**config.mk**
```make
export PLATFORM = sky130hd
export DESIGN_NAME = dpm_arbiter
export DESIGN_NICKNAME = d
export VERILOG_FILES = /design/src/rtl/dpm_arb_pkg.sv /design/src/rtl/dpm_rr_pick.sv /design/src/rtl/dpm_arbiter.sv
export SDC_FILE = /design/constraint.sdc
export NUM_CORES = 1
export LEC_CHECK = 0
export CAP_MARGIN = 20
export CORE_ASPECT_RATIO = 1.75
export CORE_MARGIN = 2
export CORE_UTILIZATION = 45
export DETAILED_ROUTE_END_ITERATION = 12
export PLACE_DENSITY = 0.83
export SLEW_MARGIN = 5
export SYNTH_ARGS = -nofsm -noshare
export SYNTH_HDL_FRONTEND = slang
export SYNTH_HIERARCHICAL = 1
export SYNTH_SLANG_ARGS = --single-unit
```
**constraint.sdc**
```tcl
create_clock -name i_clk -period 13.1 [get_ports i_clk]
set_input_delay 1.965 -clock i_clk [delete_from_list [all_inputs] [get_ports i_clk]]
set_output_delay 1.965 -clock i_clk [all_outputs]
set_load 0.01 [all_outputs]
```
**src/rtl/dpm_arb_pkg.sv**
```systemverilog
// Shared constants and the command record for the dual-port memory arbiter.
// Command fields are sized for the widest supported build; the top slices them down.
package dpm_arb_pkg;

  localparam int NUM_REQ_DEF = 4;
  localparam int WIDTH_DEF   = 12;
  localparam int ADDR_DEF    = 10;
  localparam int CMD_ADDR_W  = 32;
  localparam int CMD_DATA_W  = 64;
  localparam int ID_W        = 3;

  typedef struct packed {
    logic                  we;
    logic [CMD_ADDR_W-1:0] addr;
    logic [CMD_DATA_W-1:0] wdata;
    logic [ID_W-1:0]       id;
  } cmd_t;

  function automatic logic [ID_W-1:0] next_idx(input logic [ID_W-1:0] idx, input int n);
    return (int'(idx) == n - 1) ? '0 : idx + 1'b1;
  endfunction

endpackage

```
**src/rtl/dpm_rr_pick.sv**
```systemverilog
// Round-robin picker: first set bit of mask at or after ptr, as one-hot and index.
module dpm_rr_pick
  import dpm_arb_pkg::*;
#(
  parameter int N = NUM_REQ_DEF
) (
  input  logic [N-1:0]    mask,
  input  logic [ID_W-1:0] ptr,
  output logic [N-1:0]    grant,
  output logic [ID_W-1:0] idx,
  output logic            found
);

  int best;
  int sel;

  // NOTE: every variable gets a default at the top of always_comb so no latch is inferred.
  always_comb begin
    best  = N;
    sel   = 0;
    grant = '0;
    for (int j = 0; j < N; j++) begin
      if (mask[j] && (((j - int'(ptr) + N) % N) < best)) begin
        best = (j - int'(ptr) + N) % N;
        sel  = j;
      end
    end
    found = (best < N);
    for (int j = 0; j < N; j++) begin
      if (found && (sel == j)) grant[j] = 1'b1;
    end
    idx = ID_W'(sel);
  end

endmodule

```
**src/rtl/dpm_arbiter.sv**
```systemverilog
// Arbitrates NUM_REQ requesters onto the two ports of a synchronous dual-port RAM,
// two grants per cycle, with read responses returned two cycles after the handshake.
module dpm_arbiter
  import dpm_arb_pkg::*;
#(
  parameter int WIDTH   = WIDTH_DEF,
  parameter int ADDR    = ADDR_DEF,
  parameter int NUM_REQ = NUM_REQ_DEF
) (
  input  logic                     i_clk,
  input  logic                     i_rst_n,
  input  logic [NUM_REQ-1:0]       i_req_valid,
  input  logic [NUM_REQ-1:0]       i_req_we,
  input  logic [NUM_REQ*ADDR-1:0]  i_req_addr,
  input  logic [NUM_REQ*WIDTH-1:0] i_req_wdata,
  output logic [NUM_REQ-1:0]       o_req_ready,
  output logic [NUM_REQ-1:0]       o_rsp_valid,
  output logic [NUM_REQ*WIDTH-1:0] o_rsp_data,
  output logic                     o_en_a,
  output logic                     o_we_a,
  output logic [ADDR-1:0]          o_addr_a,
  output logic [WIDTH-1:0]         o_din_a,
  input  logic [WIDTH-1:0]         i_dout_a,
  output logic                     o_en_b,
  output logic                     o_we_b,
  output logic [ADDR-1:0]          o_addr_b,
  output logic [WIDTH-1:0]         o_din_b,
  input  logic [WIDTH-1:0]         i_dout_b,
  output logic [15:0]              o_conflict_cnt
);

  logic [NUM_REQ-1:0] gnt_a, gnt_b, grant;
  logic [ID_W-1:0]    idx_a, idx_b, rr_ptr_q, rr_next;
  logic               fnd_a, fnd_b, conflict, take_b;
  cmd_t               cmd_a_d, cmd_b_d, cmd_a_q, cmd_b_q;
  logic               en_a_q, en_b_q;
  logic               rd_a_q, rd_b_q;
  logic [ID_W-1:0]    rd_id_a_q, rd_id_b_q;
  logic [15:0]        cnt_q;
  logic               spare_unused;

  dpm_rr_pick #(.N(NUM_REQ)) u_pick_a (
    .mask  (i_req_valid),
    .ptr   (rr_ptr_q),
    .grant (gnt_a),
    .idx   (idx_a),
    .found (fnd_a)
  );

  // Port B searches from the same pointer with port A's winner removed.
  dpm_rr_pick #(.N(NUM_REQ)) u_pick_b (
    .mask  (i_req_valid & ~gnt_a),
    .ptr   (rr_ptr_q),
    .grant (gnt_b),
    .idx   (idx_b),
    .found (fnd_b)
  );

  always_comb begin
    cmd_a_d = '0;
    cmd_b_d = '0;
    for (int i = 0; i < NUM_REQ; i++) begin
      if (gnt_a[i]) begin
        cmd_a_d.we               = i_req_we[i];
        cmd_a_d.addr[ADDR-1:0]   = i_req_addr[i*ADDR +: ADDR];
        cmd_a_d.wdata[WIDTH-1:0] = i_req_wdata[i*WIDTH +: WIDTH];
        cmd_a_d.id               = ID_W'(i);
      end
      if (gnt_b[i]) begin
        cmd_b_d.we               = i_req_we[i];
        cmd_b_d.addr[ADDR-1:0]   = i_req_addr[i*ADDR +: ADDR];
        cmd_b_d.wdata[WIDTH-1:0] = i_req_wdata[i*WIDTH +: WIDTH];
        cmd_b_d.id               = ID_W'(i);
      end
    end
    // A read pair may share an address; any write involvement defers port B.
    conflict = fnd_b && (cmd_a_d.addr == cmd_b_d.addr) && (cmd_a_d.we || cmd_b_d.we);
    take_b   = fnd_b && !conflict;
    grant    = gnt_a | (take_b ? gnt_b : '0);
    if (take_b)     rr_next = next_idx(idx_b, NUM_REQ);
    else if (fnd_a) rr_next = next_idx(idx_a, NUM_REQ);
    else            rr_next = rr_ptr_q;
  end

  assign o_req_ready = i_rst_n ? grant : '0;

  // NOTE: sequential state is assigned with non-blocking <= so every flop samples pre-edge values.
  always_ff @(posedge i_clk or negedge i_rst_n) begin
    if (!i_rst_n) begin
      rr_ptr_q  <= '0;
      en_a_q    <= 1'b0;
      en_b_q    <= 1'b0;
      cmd_a_q   <= '0;
      cmd_b_q   <= '0;
      rd_a_q    <= 1'b0;
      rd_b_q    <= 1'b0;
      rd_id_a_q <= '0;
      rd_id_b_q <= '0;
      cnt_q     <= '0;
    end else begin
      rr_ptr_q  <= rr_next;
      en_a_q    <= fnd_a;
      cmd_a_q   <= cmd_a_d;
      en_b_q    <= take_b;
      cmd_b_q   <= take_b ? cmd_b_d : '0;
      rd_a_q    <= en_a_q && !cmd_a_q.we;
      rd_b_q    <= en_b_q && !cmd_b_q.we;
      rd_id_a_q <= cmd_a_q.id;
      rd_id_b_q <= cmd_b_q.id;
      if (conflict && (cnt_q != 16'hFFFF)) cnt_q <= cnt_q + 16'd1;
    end
  end

  assign o_en_a         = en_a_q;
  assign o_we_a         = cmd_a_q.we;
  assign o_addr_a       = cmd_a_q.addr[ADDR-1:0];
  assign o_din_a        = cmd_a_q.wdata[WIDTH-1:0];
  assign o_en_b         = en_b_q;
  assign o_we_b         = cmd_b_q.we;
  assign o_addr_b       = cmd_b_q.addr[ADDR-1:0];
  assign o_din_b        = cmd_b_q.wdata[WIDTH-1:0];
  assign o_conflict_cnt = cnt_q;

  // Spare high bits of the wide command record are folded away here.
  assign spare_unused = ^{cmd_a_q.addr, cmd_a_q.wdata, cmd_b_q.addr, cmd_b_q.wdata};

  // RAM output is valid in the cycle after the memory access; route it to the owner.
  always_comb begin
    o_rsp_valid = '0;
    o_rsp_data  = '0;
    for (int i = 0; i < NUM_REQ; i++) begin
      if (rd_a_q && (rd_id_a_q == ID_W'(i))) begin
        o_rsp_valid[i]                = 1'b1;
        o_rsp_data[i*WIDTH +: WIDTH] = i_dout_a;
      end else if (rd_b_q && (rd_id_b_q == ID_W'(i))) begin
        o_rsp_valid[i]                = 1'b1;
        o_rsp_data[i*WIDTH +: WIDTH] = i_dout_b;
      end
    end
  end

endmodule

```
==> results of run 1 <==
==> stage by stage <==
step | hold WS, ns | utilization (%)
finish | 0.347 | 67.0
detailed placement | 0.335 | 63.8
global placement | 0.333 | 63.8
floorplan | 0.331 | -
CTS | 0.347 | 66.4
global route | 0.364 | 67.0
==> area by class of cell <==
type	instances	area (um2)	area share, %
Multi-Input combinational cell	502	3540	39.6
Timing Repair Buffer	293	2810	31.5
Sequential cell	77	1930	21.6
Clock buffer	11	233	2.61
Tap cell	174	218	2.44
Inverter	35	136	1.53
Clock inverter	5	61.3	0.687
Antenna cell	1	2.50	0.0281
==> layout by cell type (no fill, tap or decap), types with 7 or more instances in the layout <==
cell type,count
a22o_1,48
ha_1,25
o22ai_1,12
and3_1,7
clkdlybuf4s50_1,235
nand3_1,19
dfrtp_1,77
and3b_1,8
inv_1,32
o21ai_0,21
clkbuf_16,9
nand2b_1,14
nor2b_1,8
nor2_1,81
a21oi_1,55
nand2_1,31
a22oi_1,33
and2_1,8
xnor2_1,23
buf_4,53
==> timing repair <==
item | 4_1_cts | 5_1_grt
gates cloned | 0 | 0
resized for setup | 7 | 11
endpoints found under the setup margin | 4 | 4
hold buffers | 0 | 0
setup buffers | 3 | 6
pin swaps | 2 | 5
==> flip-flops by register name, summed over array words and instances (netlist names) <==
name / count
rd_a_q: 1
rd_id_a_q: 2
o_we_b: 1
cmd_a_q: 2
o_en_b: 1
rd_id_b_q: 2
o_addr_a: 10
cmd_b_q: 2
o_din_a: 12
rr_ptr_q: 3
o_addr_b: 10
o_en_a: 1
o_din_b: 12
o_conflict_cnt: 16
rd_b_q: 1
o_we_a: 1
==> synthesized netlist by cell type, types with 3 or more instances <==
cell type   n
nand2b_1   14
nor3b_2     4
nor2b_1     9
and3_1      7
ha_1       25
a22oi_1    33
xnor2_1    23
o22a_1      4
mux2i_1     8
buf_2       8
o22ai_1    13
o21ai_0    21
nand3_1    19
o211ai_1    4
nand2_1    31
inv_1      32
clkbuf_1   23
nor3_1      5
buf_1       7
a31oi_1     7
a221oi_1    8
nor2_1     81
and3b_1     8
dfrtp_1    77
and2_1      8
mux2_2      6
nand4bb_1   4
a22o_1     48
a221oi_2    4
buf_6       3
buf_4      51
nand4_1     6
o31ai_1     6
a21oi_1    55
==> worst reg2reg max path, delay by kind of cell, from the launching register on <==
kind / cells / cell delay [ns]
adders and majority gates: 7 / 1.81
AOI/OAI and AO/OA: 13 / 2.63
xor gates and xnor gates: 1 / 0.14
DFF: 1 / 0.63
and+or+nand+nor: 11 / 2.41
buffers and inverters: 11 / 1.38
muxes: 6 / 1.33
==> kinds of logic (layout without fill, tap and decap cells) <==
family | count (synthesis) | in the layout | share of synthesized area (%)
AOI/OAI and AO/OA | 227 | 227 | 27.3
xor gates and xnor gates | 25 | 25 | 3.60
adders and majority gates | 25 | 25 | 5.14
buffers and inverters | 127 | 344 | 11.6
DFF | 77 | 77 | 31.7
muxes | 15 | 15 | 2.61
other | 2 | 3 | 0.123
and+or+nand+nor | 208 | 208 | 17.9
==> metal layers <==
metal  GRT usage, %  wire, um
met5              0         0
met4           14.6       909
met3           5.43      1430
met2           53.5     11300
met1           28.9      7130
==> worst paths after layout <==
check	from	endpoint	slack (ns)	cells after the start
max	i_req_valid[0]	o_req_ready[1]	0.61	47
max reg2reg	rr_ptr_q[1]	rr_ptr_q[0]	2.67	49
max in group asynchronous	i_rst_n	o_conflict_cnt[15]	10.50	2
min in group asynchronous	i_rst_n	o_din_b[3]	1.52	1
min	cmd_a_q[1]	rd_id_a_q[1]	0.35	0
min reg2reg	cmd_a_q[1]	rd_id_a_q[1]	0.35	0
==> results.md, run 1 <==
- Final setup violation count: 0
- Post-DP HPWL: 15900 um
- CTS sink cnt: 77
- Status: finished, final reports clean
- Initial antenna violation count: 1
- GRT Total Usage: between 20% and 30%
- Slew Viols, Final: 0
- Core Footprint: 0.0133 mm2
- Area of placed instances: between 0.008 and 0.009 mm2
- Worst-Skew Late Latency: 0.33 ns
- Worst-Margin Slew: around 1.1 ns
- Crit share post-route: between 90% and 100%
- Critical Path Sink Type: output pin
- CP Buf/Inv Count: 10
- Max Freq: 80.1 MHz
- Ys Warns: 6
- Iteration-0 DRC Markers: 251
- Prevailing post-synth register cell: dfrtp_1
- RSZ-0062 raised after global routing: false
- Fraction of registers with async set/reset: 100%
- H-tree levels: 3
- Final worst slack: 0.614 ns
- Seq/Total Area, Yosys: 31.7%
- Root buf cell: clkbuf_16
- Avg Inst Size Synth: about 8.6 um2
- Via density: roughly 5.7
- Chip Height: 158 um
- First-pass DRT Iterations: 8
- Placer's final routability congestion estimate: 0.988
- Share of cells above drive strength 1: between 10% and 20%
- Routed WL per cell: 19.0 um
- Crit path kind: in2out
- Max incr delay on CP: 0.40 ns
- Via count: ~6300
- Data required, critical path: 11.14 ns
- Post-synth top area cell: dfrtp_1
- Site Rows: 56
- CP max-delay cell: or3b_4
- #FFs+latches synth: 77
- First-pass GRT wire length: 32100 um
- Post-synth EDFFs: 0
- Fill cell count: ~1100
- Rel. slew slack: 27.4%
- Clk buf depth: 2
- Mapped Area: 0.00608 mm2
- CP Max Fanout: 10
- Boundary pin count: about 240
- Remaining DRCs: 0
- Synth Net Count: 853
- Pin count of the biggest net entering global routing: between 60 and 70
- Max-Cap Viols: 0
- Most repeated library cell on the critical path: ha_1
- Crit path DAT: around 11 ns
- Layout Cells excl Fill: 1098
- Final min period: around 12 ns
- Starting density of the core: between 40% and 50%
- Min-delay worst type: reg2reg
- PortBufs: 241
- DRT Wirelength: between 20000 and 25000 um
- Post-route design area: 0.00892 mm2
- GRT overflow: 0
- Reg clk slew, reported paths: 0.05 ns
- Die width: 91.9 um
- Vias in the first global route: 6206
- CP startpoint kind: input pin
- Die Area: 0.0145 mm2
- Dpl cells: 1071
- Area contributors post-synth: dfrtp_1, a22o_1, buf_4
- Post-Synthesis Cells: 706
- Yosys cell types: 62
- CTS Buf Count: 9
- Yosys top cell area share: 31.7%
- Post-placement setup slack: -0.275 ns
- Fin. Hold Viols: 0
- Setup_tns: 0 ns
- Nets: 1065
- Clock tree from TritonCTS: built
- Synth-to-layout area growth: 46.6%
- Worst Skew: 0.00524 ns
- Final ANT Viol Nets: 0
- Delay-heaviest family, CP: simple AND/OR/NAND/NOR gates
Power of run 1 is not shown: default switching activity piles up to over one toggle a cycle in this logic, so the estimate is an artifact.
==> run 2, diff against run 1 <==
--- a/config.mk
+++ b/config.mk
@@ -16,3 +16,4 @@
 export SYNTH_HDL_FRONTEND = slang
 export SYNTH_HIERARCHICAL = 1
 export SYNTH_SLANG_ARGS = --single-unit
+export TNS_END_PERCENT = 30
==> run 2 against run 1 <==
Compared with the run above: sequential share of layout area about the same; die area unchanged; wire length up 0.32%; worst setup slack better by 0.0086 ns; critical path depth stayed put; final cell count fell by 0.18%; clock skew up 0.0012 ns; global-route usage stayed put.
==> results.md, run 2 (synthesized netlist as in run 1, its figures left out) <==
- Status: finished, final reports clean
- Final ANT Viol Nets: 0 (unchanged)
- GRT Total Usage: 28.2% (unchanged)
- Worst-Skew Late Latency: 0.33 ns (about the same)
- Worst Setup EP: o_req_ready[1]
- Synth-to-layout area growth: 46.3%
- Via density: 5.71 (about the same)
- Reg-to-Reg End: rr_ptr_q[0]
- Via count: 6255 (-0.27%)
- Register area: 0.00193 mm2 (unchanged)
- Worst reg-to-reg setup slack: 2.64 ns (-0.03 ns)
- Final setup violation count: 0 (unchanged)
- GRT busiest layer: met2
- Commonest non-fill, non-tap cell in the layout: clkdlybuf4s50_1
- Iteration-0 DRC Markers: 286 (+14%)
- Worst reg2reg path depth: 49 (unchanged)
- Reg clk slew, reported paths: 0.05 ns (about the same)
- Root buf cell: clkbuf_16
- Max incr delay on CP: 0.40 ns (about the same)
- Data required, critical path: 11.14 ns (about the same)
- Worst r2r src: rr_ptr_q[1]
- Boundary pin count: 242 (unchanged)
- Core Footprint: 0.0133 mm2 (unchanged)
- CTS sink cnt: 77 (unchanged)
- Commonest non-fill, non-tap cells in the layout: clkdlybuf4s50_1, nor2_1, dfrtp_1
- Met2 Use GR: 53.5% (unchanged)
- Slew Viols, Final: 0 (unchanged)
- Share of cells above drive strength 1: 11.5% (-0.19 points)
- CP Max Fanout: 10 (unchanged)
- DRT Wirelength: 20900 um (+0.32%)
- Remaining DRCs: 0 (unchanged)
- Initial antenna violation count: 1 (unchanged)
- PortBufs: 241 (unchanged)
- Max Freq: 80.1 MHz (about the same)
- Die width: 91.9 um (unchanged)
- Most repeated library cell on the critical path: ha_1
- GRT overflow: 0 (unchanged)
- First-pass DRT Iterations: 5 (-3)
- CTS Buf Count: 9 (unchanged)
- Site Rows: 56 (unchanged)
- Placer's final routability congestion estimate: 0.988 (unchanged)
- Critical Path Sink Type: output pin
- Crit path DAT: 10.51 ns (about the same)
- Final min period: 12.48 ns (-0.00856 ns)
- Routed WL per cell: 19.1 um (+0.50%)
- Fill cell count: 1099 (+0.18%)
- CP max-delay cell: or3b_4
- Starting density of the core: 45.7% (unchanged)
- Number of flip-flops in the largest register: 16 (unchanged)
- Min-delay worst type: reg2reg
- Grt met1 use: 28.9% (unchanged)
- Worst Skew: 0.00644 ns (+0.00121 ns)
- H-tree levels: 3 (unchanged)
- Post-DP HPWL: 15900 um (unchanged)
- Rel. slew slack: 27.1% (-0.39 points)
- RSZ-0062 raised after global routing: false
- Worst-Margin Slew: 1.09 ns (+0.00579 ns)
- Fin. Hold Viols: 0 (unchanged)
- Crit path kind: in2out
- Pin count of the biggest net entering global routing: 63 (unchanged)
- Clock tree from TritonCTS: built
- Vias in the first global route: 6206 (unchanged)
- Max-Cap Viols: 0 (unchanged)
- Die Area: 0.0145 mm2 (unchanged)
- Nets: 1063 (-0.19%)
- Clk buf depth: 2 (unchanged)
- Setup_tns: 0 ns (unchanged)
- Hold-fix buffers at CTS: 0 (unchanged)
- CP startpoint kind: input pin
- Crit share post-route: 95.2% (about the same)
- Multi-input logic area: 0.00354 mm2 (unchanged)
- GR met3 Demand/Resource: 5.43% (unchanged)
- First-pass GRT wire length: 32100 um (unchanged)
- Hold path depth: 0 (unchanged)
- Crit path launch: i_req_valid[0]
- Chip Height: 158 um (unchanged)
run 2: changes by cell type in the layout (fill, tap and decap cells not counted):
cell,change
buf_4,-2
run 2: critical path, delay by kind of cell:
kind | cells | cell delay (ns)
AOI/OAI and AO/OA | 11 | 1.81
xor gates and xnor gates | 1 | 0.14
adders and majority gates | 6 | 1.58
buffers and inverters | 10 | 1.12
muxes | 4 | 0.84
and+or+nand+nor | 15 | 3.02
run 2: cell type report:
class / count / share of cell area, %
inverters: 35 / 1.53
flip-flops and latches: 77 / 21.6
multi-input cells: 502 / 39.7
well taps: 174 / 2.45
clock buffers: 11 / 2.61
clock inverters: 5 / 0.689
repair buffers: 291 / 31.3
diodes: 1 / 0.0281
run 2: metal layers:
| layer | vias to the layer above | share of wire [%] |
|---|---|---|
| met1 | 2981 | 34 |
| li1 | 2933 | - |
| met2 | 281 | 54 |
| met5 | - | 0 |
| met3 | 60 | 6.9 |
| met4 | 0 | 4.4 |
run 2: repair_timing:
item                                    4_1_cts  5_1_grt
endpoints found under the setup margin        4        4
pin swaps                                     2        5
setup buffers                                 3        4
resized for setup                             7       11
run 2: how the worst min path moves through the flow:
stage,start,slack (ns),to
floorplan,cmd_a_q[0],0.33,rd_id_a_q[0]
global placement,cmd_b_q[0],0.33,rd_id_b_q[0]
detailed placement,cmd_a_q[1],0.33,rd_id_a_q[1]
CTS,cmd_a_q[1],0.35,rd_id_a_q[1]
global route,cmd_a_q[0],0.36,rd_id_a_q[0]
finish,cmd_a_q[1],0.35,rd_id_a_q[1]
run 2: through the flow:
step / cells / area (um2) / setup slack (ns) / utilization [%] / hold WS (ns)
CTS: 1090 / 8840 / 0.108 / 66.4 / 0.347
floorplan: 706 / 6080 / 0.817 / - / 0.331
global route: 1096 / 8900 / 0.0442 / 66.9 / 0.364
finish: 1096 / 8900 / 0.622 / 66.9 / 0.347
detailed placement: 1071 / 8490 / -0.275 / 63.8 / 0.335
global placement: 1071 / 8490 / 0.0505 / 63.8 / 0.333
Power of run 2 is left out for the same reason.
==> run 3, diff against run 2 <==
--- a/config.mk
+++ b/config.mk
@@ -11,7 +11,8 @@
 export CORE_UTILIZATION = 45
 export DETAILED_ROUTE_END_ITERATION = 12
 export PLACE_DENSITY = 0.83
-export SLEW_MARGIN = 5
+export RECOVER_POWER = 100
+export SLEW_MARGIN = 30
 export SYNTH_ARGS = -nofsm -noshare
 export SYNTH_HDL_FRONTEND = slang
 export SYNTH_HIERARCHICAL = 1
==> run 3 against run 2 <==
Compared with the run above: clock skew increased by 0.0020 ns; flip-flop and latch count stayed put; sequential share of layout area grew 0.067 points; hold slack lost 0.0011 ns; non-clock buffer count is 5 lower; wire length down 1.5%; cell area is 0.31% lower; critical endpoint is now o_req_ready[2]; via count fell by 0.13%; critical path depth shrank 4; register-to-register slack hardly changed; die area did not move; final cell count fell by 0.55%.
==> results.md, run 3 (synthesized netlist as in run 1, its figures left out) <==
- Status: finished, final reports clean
- PortBufs: 241 (unchanged)
- Post-DP HPWL: 15900 um (about the same)
- Slew Viols, Final: 0 (unchanged)
- Multi-input logic area: 0.00355 mm2 (+0.39%)
- Reg clk slew, reported paths: 0.05 ns (about the same)
- Post-route design area: 0.00888 mm2 (-0.31%)
- Area of placed instances: 0.00849 mm2 (about the same)
- Worst-Skew Late Latency: 0.33 ns (about the same)
- CP max-delay cell: or3b_4
- Met3 wire len: 1310 um (-8.7%)
- Via count: 6247 (-0.13%)
- Most repeated library cell on the critical path: ha_1
- Pin count of the biggest net entering global routing: 63 (unchanged)
- Worst Skew: 0.00847 ns (+0.00202 ns)
- Placer's final routability congestion estimate: 0.988 (unchanged)
- Max-Cap Viols: 0 (unchanged)
- DRT Wirelength: 20600 um (-1.5%)
- Site Rows: 56 (unchanged)
- Crit share post-route: 96.3% (+1.0 points)
- Die Area: 0.0145 mm2 (unchanged)
- GRT Total Usage: 27.6% (-0.59 points)
- Crit path DAT: 10.65 ns (+0.14 ns)
- Worst-Margin Slew: 1.29 ns (+0.197 ns)
- Starting density of the core: 45.7% (unchanged)
- Ant diodes: 0 (-1)
- Boundary pin count: 242 (unchanged)
- Max Freq: 79.3 MHz (-1.1%)
- Vias in the first global route: 6176 (-0.48%)
- Via density: 5.73 (+0.42%)
- Met1 wire length: 7170 um (about the same)
- Die width: 91.9 um (unchanged)
- Clk buf depth: 2 (unchanged)
- Data required, critical path: 11.14 ns (about the same)
- Rel. slew slack: 14.0% (-13 points)
- Crit path kind: in2out
- Fin. Hold Viols: 0 (unchanged)
- Remaining DRCs: 0 (unchanged)
- Critical Path Sink Type: output pin
- Fill cell count: 1107 (+0.73%)
- Clock tree from TritonCTS: built
- CP Max Fanout: 27 (+17)
- Final ANT Viol Nets: 0 (unchanged)
- Commonest non-fill, non-tap cell in the layout: clkdlybuf4s50_1
- Share of cells above drive strength 1: 11.5% (-0.046 points)
- CTS Buf Count: 9 (unchanged)
- Routed WL per cell: 18.9 um (-0.91%)
- Iteration-0 DRC Markers: 238 (-17%)
- Chip Height: 158 um (unchanged)
- Commonest non-fill, non-tap cells in the layout: clkdlybuf4s50_1, dlygate4sd3_1, nor2_1
- Number of flip-flops in the largest register: 16 (unchanged)
- Hold-fix buffers at CTS: 0 (unchanged)
- Core Footprint: 0.0133 mm2 (unchanged)
- Register area: 0.00193 mm2 (unchanged)
- Max incr delay on CP: 0.40 ns (about the same)
- Met2 WL: 11200 um (-1.3%)
- CP startpoint kind: input pin
- Top Layer Used: met4
- First-pass GRT wire length: 31600 um (-1.4%)
- Min-delay worst type: reg2reg
- Post-placement setup slack: -0.265 ns (+0.0101 ns)
- Final worst slack: 0.487 ns (-0.135 ns)
- Nets: 1058 (-0.47%)
- Initial antenna violation count: 0 (-1)
- H-tree levels: 3 (unchanged)
- CTS sink cnt: 77 (unchanged)
- Final setup violation count: 0 (unchanged)
- Core Util, Final: 66.7% (-0.21 points)
- Hold Slack: 0.346 ns (-0.00109 ns)
- Root buf cell: clkbuf_16
- GRT overflow: 0 (unchanged)
- Final min period: 12.61 ns (+0.135 ns)
- Synth-to-layout area growth: 45.9%
- First-pass DRT Iterations: 5 (unchanged)
[run 3: cell count changes in the layout (fill, tap and decap cells not counted), sizes merged]
cell	delta
clkbuf	+2
dlygate4sd2	+1
diode	-1
dlymetal6s2s	-1
clkinvlp	+1
clkdlybuf4s50	-115
dlygate4sd3	+115
buf	-8
clkinv	-2
inv	+2
[run 3: per-stage QoR]
stage | cells | TNS [ns]
after CTS | 1087 | -0.371
after global placement | 1071 | 0
after detailed placement | 1071 | -1.03
after floorplan | 706 | 0
after global routing | 1090 | -0.119
final | 1090 | 0
[run 3: metal layers]
| layer | GRT usage (%) | vias to the layer above |
|---|---|---|
| li1 | - | 2933 |
| met2 | 52.5 | 282 |
| met4 | 14.2 | 0 |
| met3 | 5.05 | 64 |
| met1 | 28.5 | 2968 |
| met5 | 0 | - |
[run 3: path summary, 6_finish.rpt]
kind / slack [ns] / startpoint / cells after the start / to
max: 0.49 / i_req_valid[0] / 43 / o_req_ready[2]
min: 0.35 / cmd_a_q[1] / 0 / rd_id_a_q[1]
max reg2reg: 2.63 / rr_ptr_q[1] / 45 / o_conflict_cnt[1]
min reg2reg: 0.35 / cmd_a_q[1] / 0 / rd_id_a_q[1]
max in group asynchronous: 9.77 / i_rst_n / 2 / o_addr_b[1]
min in group asynchronous: 1.89 / i_rst_n / 1 / o_din_b[3]
[run 3: critical path: cells and delay by family]
| family | cells | cell delay (ns) |
|---|---|---|
| compound gates | 10 | 1.84 |
| simple gates | 14 | 2.98 |
| buf+inv | 9 | 1.28 |
| fa+ha+maj | 6 | 1.69 |
| mux | 4 | 0.87 |
[run 3: repair_timing]
action	4_1_cts	5_1_grt
setup buffers	0	3
pin swaps	0	4
endpoints found under the setup margin	4	4
gates resized for setup	5	14
endpoints found under the hold margin	0	0
[run 3: final cells by class]
cell class	instances	area share, %
multi-input combinational	502	40.0
timing repair buffer	286	30.8
sequential	77	21.7
clock buffer	10	2.69
tap	174	2.45
inverter	35	1.54
clock inverter	6	0.775
Power of run 3 is left out for the same reason.
